File: config.mk
export PLATFORM = sky130hd
export DESIGN_NAME = mem_unaligned_ctrl
export DESIGN_NICKNAME = d
export VERILOG_FILES = /design/src/rtl/mem_unaligned_ctrl.sv
export SDC_FILE = /design/constraint.sdc
export NUM_CORES = 1
export LEC_CHECK = 0
export ABC_AREA = 1
export CORE_MARGIN = 8
export CORE_UTILIZATION = 48
export DETAILED_ROUTE_END_ITERATION = 8
export PLACE_DENSITY = 0.76
export REMOVE_ABC_BUFFERS = 1
export SLEW_MARGIN = 30
export SYNTH_ARGS = -nofsm -noshare
export SYNTH_HDL_FRONTEND = slang
export SYNTH_SLANG_ARGS = --single-unit
File: constraint.sdc
create_clock -name clk_i -period 10.85 [get_ports clk_i]
set_clock_uncertainty 0.05 [all_clocks]
set_input_delay 2.17 -clock clk_i [delete_from_list [all_inputs] [get_ports clk_i]]
set_output_delay 2.17 -clock clk_i [all_outputs]
set_load 0.02 [all_outputs]
File: src/rtl/mem_unaligned_ctrl.sv
// Unaligned byte/half/word load-store engine in front of a word-wide synchronous RAM.
// Every access reads both candidate words; stores then write back one or two merged words.
//
// state | meaning
// IDLE  | ready for a request
// RD0   | first word address on the RAM
// RD1   | second word address on the RAM, first word returning
// CAP   | second word returning; build load result or merged store words
// WR0   | write merged first word
// WR1   | write merged second word (straddling stores only)
// RSP   | one-cycle response pulse
module mem_unaligned_ctrl #(
    parameter  int DATA_W = 32,
    parameter  int ADDR_W = 8,
    localparam int WB     = DATA_W / 8,
    localparam int OFF_W  = $clog2(WB),
    localparam int RAW    = ADDR_W - OFF_W
) (
    input  logic              clk_i,
    input  logic              rst_i,
    input  logic              req_valid_i,
    output logic              req_ready_o,
    input  logic              req_write_i,
    input  logic [1:0]        req_size_i,
    input  logic [ADDR_W-1:0] req_addr_i,
    input  logic [DATA_W-1:0] req_wdata_i,
    output logic              rsp_valid_o,
    output logic [DATA_W-1:0] rsp_rdata_o,
    output logic [RAW-1:0]    mem_addr_o,
    output logic              mem_we_o,
    output logic [DATA_W-1:0] mem_din_o,
    input  logic [DATA_W-1:0] mem_dout_i
);

    localparam int N_W = OFF_W + 1;
    localparam int SW  = N_W + 1;

    typedef enum logic [2:0] {
        S_IDLE, S_RD0, S_RD1, S_CAP, S_WR0, S_WR1, S_RSP
    } state_t;

    state_t              state_q, state_d;
    logic                wr_q, wr_d;
    logic [N_W-1:0]      n_q, n_d;
    logic [OFF_W-1:0]    off_q, off_d;
    logic [RAW-1:0]      w0_q, w0_d;
    logic [RAW-1:0]      w1_q, w1_d;
    logic                span_q, span_d;
    logic [DATA_W-1:0]   wdata_q, wdata_d;
    logic [DATA_W-1:0]   word0_q, word0_d;
    logic [DATA_W-1:0]   word1_q, word1_d;
    logic [DATA_W-1:0]   rsp_rdata_q, rsp_rdata_d;
    logic [RAW-1:0]      mem_addr_q, mem_addr_d;
    logic [DATA_W-1:0]   mem_din_q, mem_din_d;

    logic [N_W-1:0]      n_req;
    logic [OFF_W-1:0]    off_req;
    logic [RAW-1:0]      w0_req;
    logic                span_req;

    logic [31:0]         head_sh;
    logic [31:0]         tail_sh;
    logic [2*DATA_W-1:0] cat;
    logic [DATA_W-1:0]   wdata_left;
    logic [DATA_W-1:0]   mask_left;
    logic [2*DATA_W-1:0] ins;
    logic [2*DATA_W-1:0] mask;
    logic [2*DATA_W-1:0] merged;
    logic [DATA_W-1:0]   load_data;

    always_comb begin
        case (req_size_i)
            2'd0:    n_req = N_W'(1);
            2'd1:    n_req = N_W'(2);
            default: n_req = N_W'(WB);
        endcase
    end

    assign off_req  = req_addr_i[OFF_W-1:0];
    assign w0_req   = req_addr_i[ADDR_W-1:OFF_W];
    assign span_req = (SW'(off_req) + SW'(n_req)) > SW'(WB);

    // Both words viewed as one big-endian byte string; offset 0 is the MSB byte of word0.
    assign head_sh    = 32'(off_q) << 3;
    assign tail_sh    = (32'(WB) - 32'(n_q)) << 3;
    assign cat        = {word0_q, mem_dout_i};
    assign load_data  = DATA_W'((cat << head_sh) >> (32'(DATA_W) + tail_sh));
    assign wdata_left = wdata_q << tail_sh;
    assign mask_left  = {DATA_W{1'b1}} << tail_sh;
    assign ins        = {wdata_left, {DATA_W{1'b0}}} >> head_sh;
    assign mask       = {mask_left, {DATA_W{1'b0}}} >> head_sh;
    assign merged     = (cat & ~mask) | (ins & mask);

    always_comb begin
        state_d     = state_q;
        wr_d        = wr_q;
        n_d         = n_q;
        off_d       = off_q;
        w0_d        = w0_q;
        w1_d        = w1_q;
        span_d      = span_q;
        wdata_d     = wdata_q;
        word0_d     = word0_q;
        word1_d     = word1_q;
        rsp_rdata_d = rsp_rdata_q;
        mem_addr_d  = mem_addr_q;
        mem_din_d   = mem_din_q;
        case (state_q)
            S_IDLE: begin
                if (req_valid_i) begin
                    wr_d       = req_write_i;
                    n_d        = n_req;
                    off_d      = off_req;
                    w0_d       = w0_req;
                    w1_d       = w0_req + RAW'(1);
                    span_d     = span_req;
                    wdata_d    = req_wdata_i;
                    mem_addr_d = w0_req;
                    state_d    = S_RD0;
                end
            end
            S_RD0: begin
                mem_addr_d = w1_q;
                state_d    = S_RD1;
            end
            S_RD1: begin
                word0_d = mem_dout_i;
                state_d = S_CAP;
            end
            S_CAP: begin
                if (wr_q) begin
                    mem_din_d  = merged[2*DATA_W-1 -: DATA_W];
                    word1_d    = merged[DATA_W-1:0];
                    mem_addr_d = w0_q;
                    state_d    = S_WR0;
                end else begin
                    rsp_rdata_d = load_data;
                    state_d     = S_RSP;
                end
            end
            S_WR0: begin
                if (span_q) begin
                    mem_din_d  = word1_q;
                    mem_addr_d = w1_q;
                    state_d    = S_WR1;
                end else begin
                    state_d = S_RSP;
                end
            end
            S_WR1:   state_d = S_RSP;
            S_RSP:   state_d = S_IDLE;
            default: state_d = S_IDLE;
        endcase
    end

    always_ff @(posedge clk_i) begin
        if (rst_i) begin
            state_q     <= S_IDLE;
            wr_q        <= 1'b0;
            n_q         <= '0;
            off_q       <= '0;
            w0_q        <= '0;
            w1_q        <= '0;
            span_q      <= 1'b0;
            wdata_q     <= '0;
            word0_q     <= '0;
            word1_q     <= '0;
            rsp_rdata_q <= '0;
            mem_addr_q  <= '0;
            mem_din_q   <= '0;
        end else begin
            state_q     <= state_d;
            wr_q        <= wr_d;
            n_q         <= n_d;
            off_q       <= off_d;
            w0_q        <= w0_d;
            w1_q        <= w1_d;
            span_q      <= span_d;
            wdata_q     <= wdata_d;
            word0_q     <= word0_d;
            word1_q     <= word1_d;
            rsp_rdata_q <= rsp_rdata_d;
            mem_addr_q  <= mem_addr_d;
            mem_din_q   <= mem_din_d;
        end
    end

    assign req_ready_o = (state_q == S_IDLE);
    assign rsp_valid_o = (state_q == S_RSP);
    assign rsp_rdata_o = rsp_rdata_q;
    assign mem_addr_o  = mem_addr_q;
    assign mem_din_o   = mem_din_q;
    // Gated by reset so an abort on a write cycle never commits.
    assign mem_we_o    = ((state_q == S_WR0) || (state_q == S_WR1)) && !rst_i;

endmodule

Yosys cells after proc, flatten, opt, wreduce, memory -nomap -nowiden. Index checks and enable logic that the tools add are counted.

Register bits: 188. Input port bits: 78. Output and inout port bits: 73.

$add $sub $neg: 4. $lt $le $gt $ge: 1. Equality and inequality tests: 10. Shift operators: 6. Muxes and demuxes: 12. Bitwise gates (word level): 5. Reduce and logical (&&, ||, !) cells: 12.

Operators by type and width (count): $and 64x64->64 (2); $shr 64x5->64 (2); $mux 32 (2); $not 64->64 (1); $or 64x64->64 (1); $pmux 32 s2 (1); $shl 64x5->64 (1); $shr 64x32->32 (1); $shl 32x32->32 (1); $shl 32x32->32 const A (1); $pmux 6 s4 (1); $mux 6 (3); $pmux 3 s6 (1); $eq 3x3->1 const B (3); $add 7x7->8 const A (1); $add 6x1->6 const B (1); $eq 3x2->1 const B (2); $ne 2x2->1 const B (3); $pmux 3 s2 (1); $reduce_and 2->1 (3); $add 2x3->4 (1); $gt 4x3->1 const B (1); $mux 2 (2); $reduce_and 4->1 (1); other kinds (13) (13).

Longest topological paths before layout. Gate-level depths: netlist (run 1).

Word-level depth: 8. Gate-level depth with buffers: 22. Gate-level depth less buffers: 18.

Worst setup path after synthesis (run 1). No wires, ideal clock.

Kind: input port to output port. Start point: input rst_i. End point: output mem_we_o. Arrival: 2854 ps. Setup slack: 5776 ps. Stages on the path: 3. Path buffers: 2. Cells stage by stage: clkbuf_1 clkbuf_1 nor2_1.

Longest elaborated chain between the ends: 2.

RTL lines: from (decl) (RTL line 20) `input logic rst_i,`; $logic_not 1->1 (RTL line 194) `assign mem_we_o = ((state_q == S_WR0) || (state_q == S_WR1)) && !rst_i;`; $logic_and 1x1->1 (RTL line 194); to (decl) (RTL line 30) `output logic mem_we_o,`.

Every way passes these cells.

Final worst setup path (run 1). Same ends and word-level chain as after synthesis.

==> results of run 1 <==
## state kept, by name, indices dropped and copies added, names as in the netlist, 3 cells and up
| name | cells |
|---|---|
| rsp_rdata_o | 32 |
| mem_din_o | 32 |
| n_q | 3 |
| word1_q | 32 |
| mem_addr_o | 6 |
| state_q | 3 |
| w0_q | 6 |
| word0_q | 32 |
| wdata_q | 32 |
| w1_q | 6 |
## stage by stage
step	hold WS (ps)	area [sq um]	cells	setup slack, ps	total power, mW
2_1_floorplan	382	11200	1797	2950	1.28
6_report	407	13900	2317	5630	2.22
5_1_grt	434	13900	2317	5590	2.33
3_3_place_gp	390	13200	2285	5610	1.51
3_5_place_dp	397	13200	2285	5620	1.53
4_1_cts	409	13900	2317	5610	2.21
## layout by cell type, fill, tap and decap left out, drive strengths merged, types with 11 or more instances in the layout
cell,synthesis,final
a21oi,225,225
a31oi,13,13
dfxtp,188,188
clkbuf,82,17
buf,51,15
a22oi,15,15
o21ai,218,218
o211ai,31,31
inv,144,154
nand3,200,200
nand2,589,589
nor2,103,103
clkdlybuf4s50,0,149
nand4,11,11
## logic make-up (layout without fill, tap and decap cells)
| group | count (synthesis) | after routing | share of synthesized area [%] |
|---|---|---|---|
| adder cells (fa/ha/maj) | 7 | 7 | 0.807 |
| XOR/XNOR | 5 | 5 | 0.372 |
| flip-flops | 188 | 188 | 32.0 |
| AND/OR/NAND/NOR | 915 | 915 | 32.7 |
| buffers and inverters | 286 | 349 | 9.63 |
| AO/OA/AOI/OAI | 529 | 529 | 24.5 |
## final cells by class
class / count / area, sq um
clock inverters: 15 / 203
flip-flops and latches: 188 / 3770
multi-input cells: 1456 / 6900
well taps: 324 / 405
clock buffers: 17 / 425
inverters: 153 / 574
repair buffers: 164 / 1610
fillers: 2388 / 10300
## where the power goes
part           internal (mW)  switching, mW  leakage [nW]
combinational          0.233          0.526          3.91
sequential             0.736         0.0377          1.53
clock                  0.374          0.313         0.308
## metal layers
metal	up-vias	track usage, %	wire, microns	part of all wire, %
met5	-	0	22	0.055
li1	6516	-	-	-
met2	685	42.1	18300	46
met3	151	4.23	3250	8.2
met4	4	10.9	1550	3.9
met1	6121	32.6	16600	42
## critical path: cells and delay by family
kind	cells	cell delay [ps]
simple gates	1	100
buf+inv	2	730
## worst min-delay path by stage
stage / start / end / slack [ps]
final: w0_q[5] / w0_q[5] / 410
after detailed placement: w0_q[5] / w0_q[5] / 400
after global placement: w0_q[4] / w0_q[4] / 390
after floorplan: word1_q[0] / word1_q[0] / 380
after CTS: w0_q[5] / w0_q[5] / 410
after global routing: rsp_rdata_o[16] / rsp_rdata_o[16] / 430
==> flow_metrics.env, run 1 <==
export IMPL_rsz0062_at_grt="no"
export IMPL_cp_cell_sequence="buf_2, nor2_1, clkdlybuf4s50_1"
export IMPL_numCtsBuffers=17
export IMPL_cts_tree="yes"
export IMPL_cp_arrival_ps=3000
export IMPL_dr_pass1_iters=6
export IMPL_area_growth_pct=17.8
export IMPL_via_per_inst=5.82
export IMPL_synth_top_cell_area_share_pct=32.0
export IMPL_synth_distinct_cells=41
export IMPL_synth_edf_count=0
export IMPL_final_setup_tns_ps=0
export IMPL_r2r_end="rsp_rdata_o[7]"
export IMPL_cts_setup_buffers=0
export IMPL_vdd_drop_max_v=0.000100
export IMPL_utilization_pct=57.4
export IMPL_yosysSeqAreaShare_pct=32.0
export IMPL_pwr_density_cell_mw_per_mm2=160
export IMPL_async_reset_ff_share_pct=0
export IMPL_drive_gt1_share_pct=4.97
export IMPL_crit_slowest_cell="clkdlybuf4s50_1"
export IMPL_finalCriticalPeriod_ps=5220
export IMPL_die_width_microns=173
export IMPL_critical_path_required_ps=8630
export IMPL_synth_main_ff_cell="dfxtp_1"
export IMPL_cp_end_kind="output port"
export IMPL_drv_slew=0
export IMPL_cap_violations=0
export IMPL_vias=13500
export IMPL_grt_pass1_vias=12600
export IMPL_hold_class="reg -> reg"
export IMPL_whs_path_depth=2
export IMPL_ys_top_cells_by_count="nand2_1, a21oi_1, o21ai_0"
export IMPL_pin_count=151
export IMPL_synth_seq_cells=188
export IMPL_regToRegSetupSlack_ps=6230
export IMPL_coreArea_sq_mm=0.0242
export IMPL_hold_buffers=0
export IMPL_wl_per_cell_microns=17.2
export IMPL_worstMarginPinSlew_ps=914
export IMPL_finalNetCount=2065
export IMPL_yosysMostFrequentCell="nand2_1"
export IMPL_initial_core_util_pct=48.7
export IMPL_cts_max_path_buffers=2
export IMPL_yosys_warnings=0
export IMPL_first_iter_violations=1488
export IMPL_slew_headroom_pct=39.1
export IMPL_grt_pass1_wl_microns=63800
export IMPL_outcome="finished clean"
export IMPL_antenna_found_initial=2
export IMPL_cp_endpoint="mem_we_o"
export IMPL_syn_area_per_cell_sq_um=6.10
export IMPL_worst_path_max_fanout=2
export IMPL_die_area_sq_mm=0.0298
export IMPL_fmax_mhz=192
export IMPL_r2r_start="n_q[0]"
export IMPL_cpPeakStageDelay_ps=610
export IMPL_clk_latency_ps=450
export IMPL_setup_viol=0
export IMPL_syn_area_sq_mm=0.0118
export IMPL_p_leak_nw=5.75
export IMPL_timing_final_crit_share_pct=48.1
export IMPL_cp_startpoint="rst_i"
export IMPL_cts_htree_levels=4
export IMPL_synth_top_area_cell="dfxtp_1"
export IMPL_grt_usage_pct=25.5
export IMPL_cts_resized=0
export IMPL_antenna_cells=0
export IMPL_die_height_microns=173
export IMPL_numPortBuffers=150
export IMPL_clock_root_buffer="clkbuf_16"
export IMPL_place_gp_congestion=0.948
export IMPL_hold_viol_final=0
export IMPL_start_kind="input pin"
export IMPL_ant_nets=0
export IMPL_cts_sink_count=188
export IMPL_num_rows=57
export IMPL_clk_pin_slew_ps=80
export IMPL_routed_wl_microns=39800
export IMPL_hpwl_microns=27100
export IMPL_grt_overflow=0
export IMPL_synth_area_leaders="dfxtp_1, nand2_1, a21oi_1"
export IMPL_r2r_cells=17
export IMPL_netlist_instances=1930
export IMPL_critPathKind="in -> out"
export IMPL_grt_max_degree=109
export IMPL_route_detailed_drc=0
Note: power is estimated with default switching activity, not from simulation.
==> run 2, diff against run 1 <==
--- a/config.mk
+++ b/config.mk
@@ -9,7 +9,7 @@
 export CORE_MARGIN = 8
 export CORE_UTILIZATION = 48
 export DETAILED_ROUTE_END_ITERATION = 8
-export PLACE_DENSITY = 0.76
+export PLACE_DENSITY = 0.79
 export REMOVE_ABC_BUFFERS = 1
 export SLEW_MARGIN = 30
 export SYNTH_ARGS = -nofsm -noshare
==> constraint.sdc (replaced) <==
create_clock -name clk_i -period 4.6 [get_ports clk_i]
set_clock_uncertainty 0.05 [all_clocks]
set_input_delay 0.92 -clock clk_i [delete_from_list [all_inputs] [get_ports clk_i]]
set_output_delay 0.92 -clock clk_i [all_outputs]
set_load 0.02 [all_outputs]
==> run 2 against run 1 <==
Non-clock buffer count up 10. Wire length rose by 1.9%. Register-to-register slack got worse by 5200 ps. Worst setup slack got worse by 4600 ps. Final area up 0.32%. Via count is 1.2% higher. Global-route usage increased by 0.43 points. Sequential share of layout area fell by 0.085 points. Sequential power grew 130%. Die area unchanged. Clock power rose by 120%. Utilization increased by 0.18 points. Largest cell class unchanged.
==> flow_metrics.env, run 2 (same netlist as run 1, synthesis figures left out) <==
export IMPL_outcome="finished clean"
export IMPL_critPathKind="reg -> reg"
export IMPL_numCtsBuffers=17
export IMPL_drive_gt1_share_pct=5.34
export IMPL_hold_viol_final=0
export IMPL_first_iter_violations=1304
export IMPL_hpwl_microns=28600
export IMPL_area_growth_pct=18.2
export IMPL_finalNetCount=2075
export IMPL_worst_path_max_fanout=37
export IMPL_die_height_microns=173
export IMPL_final_cell_count_no_fill=2326
export IMPL_worstMarginPinSlew_ps=826
export IMPL_vias=13600
export IMPL_timing_final_crit_share_pct=78.2
export IMPL_cts_tree="yes"
export IMPL_hold_buffers=0
export IMPL_cp_end_kind="flip-flop"
export IMPL_num_rows=57
export IMPL_grt_overflow=0
export IMPL_slew_headroom_pct=44.9
export IMPL_timing_hold_ws_ps=407
export IMPL_p_leak_nw=5.78
export IMPL_routed_wl_microns=40500
export IMPL_critPathBufInv=4
export IMPL_critPathTopFamily="buffers and inverters"
export IMPL_place_gp_congestion=0.947
export IMPL_start_kind="flip-flop"
export IMPL_placed_cells=2295
export IMPL_hold_class="reg -> reg"
export IMPL_cts_resized=0
export IMPL_cap_violations=0
export IMPL_multi_input_area_sq_mm=0.00689
export IMPL_fin_ws_ps=1000
export IMPL_coreArea_sq_mm=0.0242
export IMPL_cpPeakStageDelay_ps=570
export IMPL_final_area_sq_mm=0.0139
export IMPL_route_detailed_drc=0
export IMPL_cts_sink_count=188
export IMPL_post_place_ws_ps=1090
export IMPL_pin_count=151
export IMPL_antenna_cells=0
export IMPL_place_area_sq_mm=0.0133
export IMPL_finalCriticalPeriod_ps=3600
export IMPL_via_per_inst=5.86
export IMPL_drv_slew=0
export IMPL_die_area_sq_mm=0.0298
export IMPL_clk_latency_ps=450
export IMPL_dr_pass1_iters=8
export IMPL_grt_max_degree=107
export IMPL_fmax_mhz=278
export IMPL_initial_core_util_pct=48.7
export IMPL_vdd_drop_max_v=0.000239
export IMPL_crit_slowest_cell="inv_1"
export IMPL_cts_max_path_buffers=2
export IMPL_wl_per_cell_microns=17.4
export IMPL_cts_htree_levels=4
export IMPL_antenna_found_initial=1
export IMPL_layout_commonest_cell="nand2_1"
export IMPL_grt_pass1_wl_microns=64600
export IMPL_critical_path_required_ps=4860
export IMPL_pwr_density_cell_mw_per_mm2=370
export IMPL_grt_pass1_vias=12700
export IMPL_cts_setup_buffers=0
export IMPL_regArea_sq_mm=0.00377
export IMPL_grt_usage_pct=26.0
export IMPL_clk_pin_slew_ps=80
export IMPL_setup_viol=0
export IMPL_cp_arrival_ps=3860
export IMPL_rsz0062_at_grt="no"
export IMPL_utilization_pct=57.6
export IMPL_die_width_microns=173
export IMPL_layout_common_cells="nand2_1, a21oi_1, o21ai_0"
export IMPL_numPortBuffers=150
export IMPL_ant_nets=0
export IMPL_fillCellCount=2407
export IMPL_clock_root_buffer="clkbuf_16"
export IMPL_cp_cell_sequence="inv_1, ha_1, inv_1, nand2_1, nand2_4, inv_2, ha_1, nor2_2, inv_1, a21oi_1, o21ai_0, nand2_1, o21ai_0, o21ai_0, nand3_1, a21oi_1"
-- run 2: metrics by stage --
| stage | power [mW] | TNS [ps] |
|---|---|---|
| after CTS | 5.12 | 0 |
| final | 5.16 | 0 |
| after floorplan | 3.02 | -187280 |
| after global placement | 3.60 | 0 |
| after global routing | 5.42 | 0 |
| after detailed placement | 3.63 | 0 |
-- run 2: routing by layer --
metal  GRT usage, %  vias to the layer above  wire length (microns)
met5              0                        -                     17
met4           12.5                        2                   1690
met3           3.96                      142                   3570
met2           42.9                      702                  18900
met1           32.7                     6267                  16400
li1               -                     6519                      -
-- run 2: cell type report --
class                      instances  area share (%)
clock buffer                      21            3.45
clock inverter                    10           0.746
inverter                         153            4.13
multi-input combinational       1456            49.5
sequential                       188            27.1
tap                              324            2.91
timing repair buffer             174            12.2
-- run 2: tightest hold or removal path, stage by stage, from the launching register on --
cell and delay, ps:
dfxtp_1 300, inv_1 60, a21oi_1 50
-- run 2: path summary, 6_finish.rpt --
path / slack (ps) / depth (start not counted) / startpoint / to
setup / recovery: 1000 / 16 / n_q[1] / rsp_rdata_o[23]
hold / removal: 410 / 2 / word1_q[2] / word1_q[2]
setup reg to reg: 1000 / 16 / n_q[1] / rsp_rdata_o[23]
hold reg to reg: 410 / 2 / word1_q[2] / word1_q[2]
-- run 2: power by group --
| group | leakage [nW] | internal, mW | switching, mW |
|---|---|---|---|
| Combinational | 3.96 | 0.566 | 1.27 |
| Clock | 0.287 | 0.812 | 0.702 |
| Sequential | 1.53 | 1.74 | 0.0743 |
| Total | 5.78 | 3.11 | 2.04 |
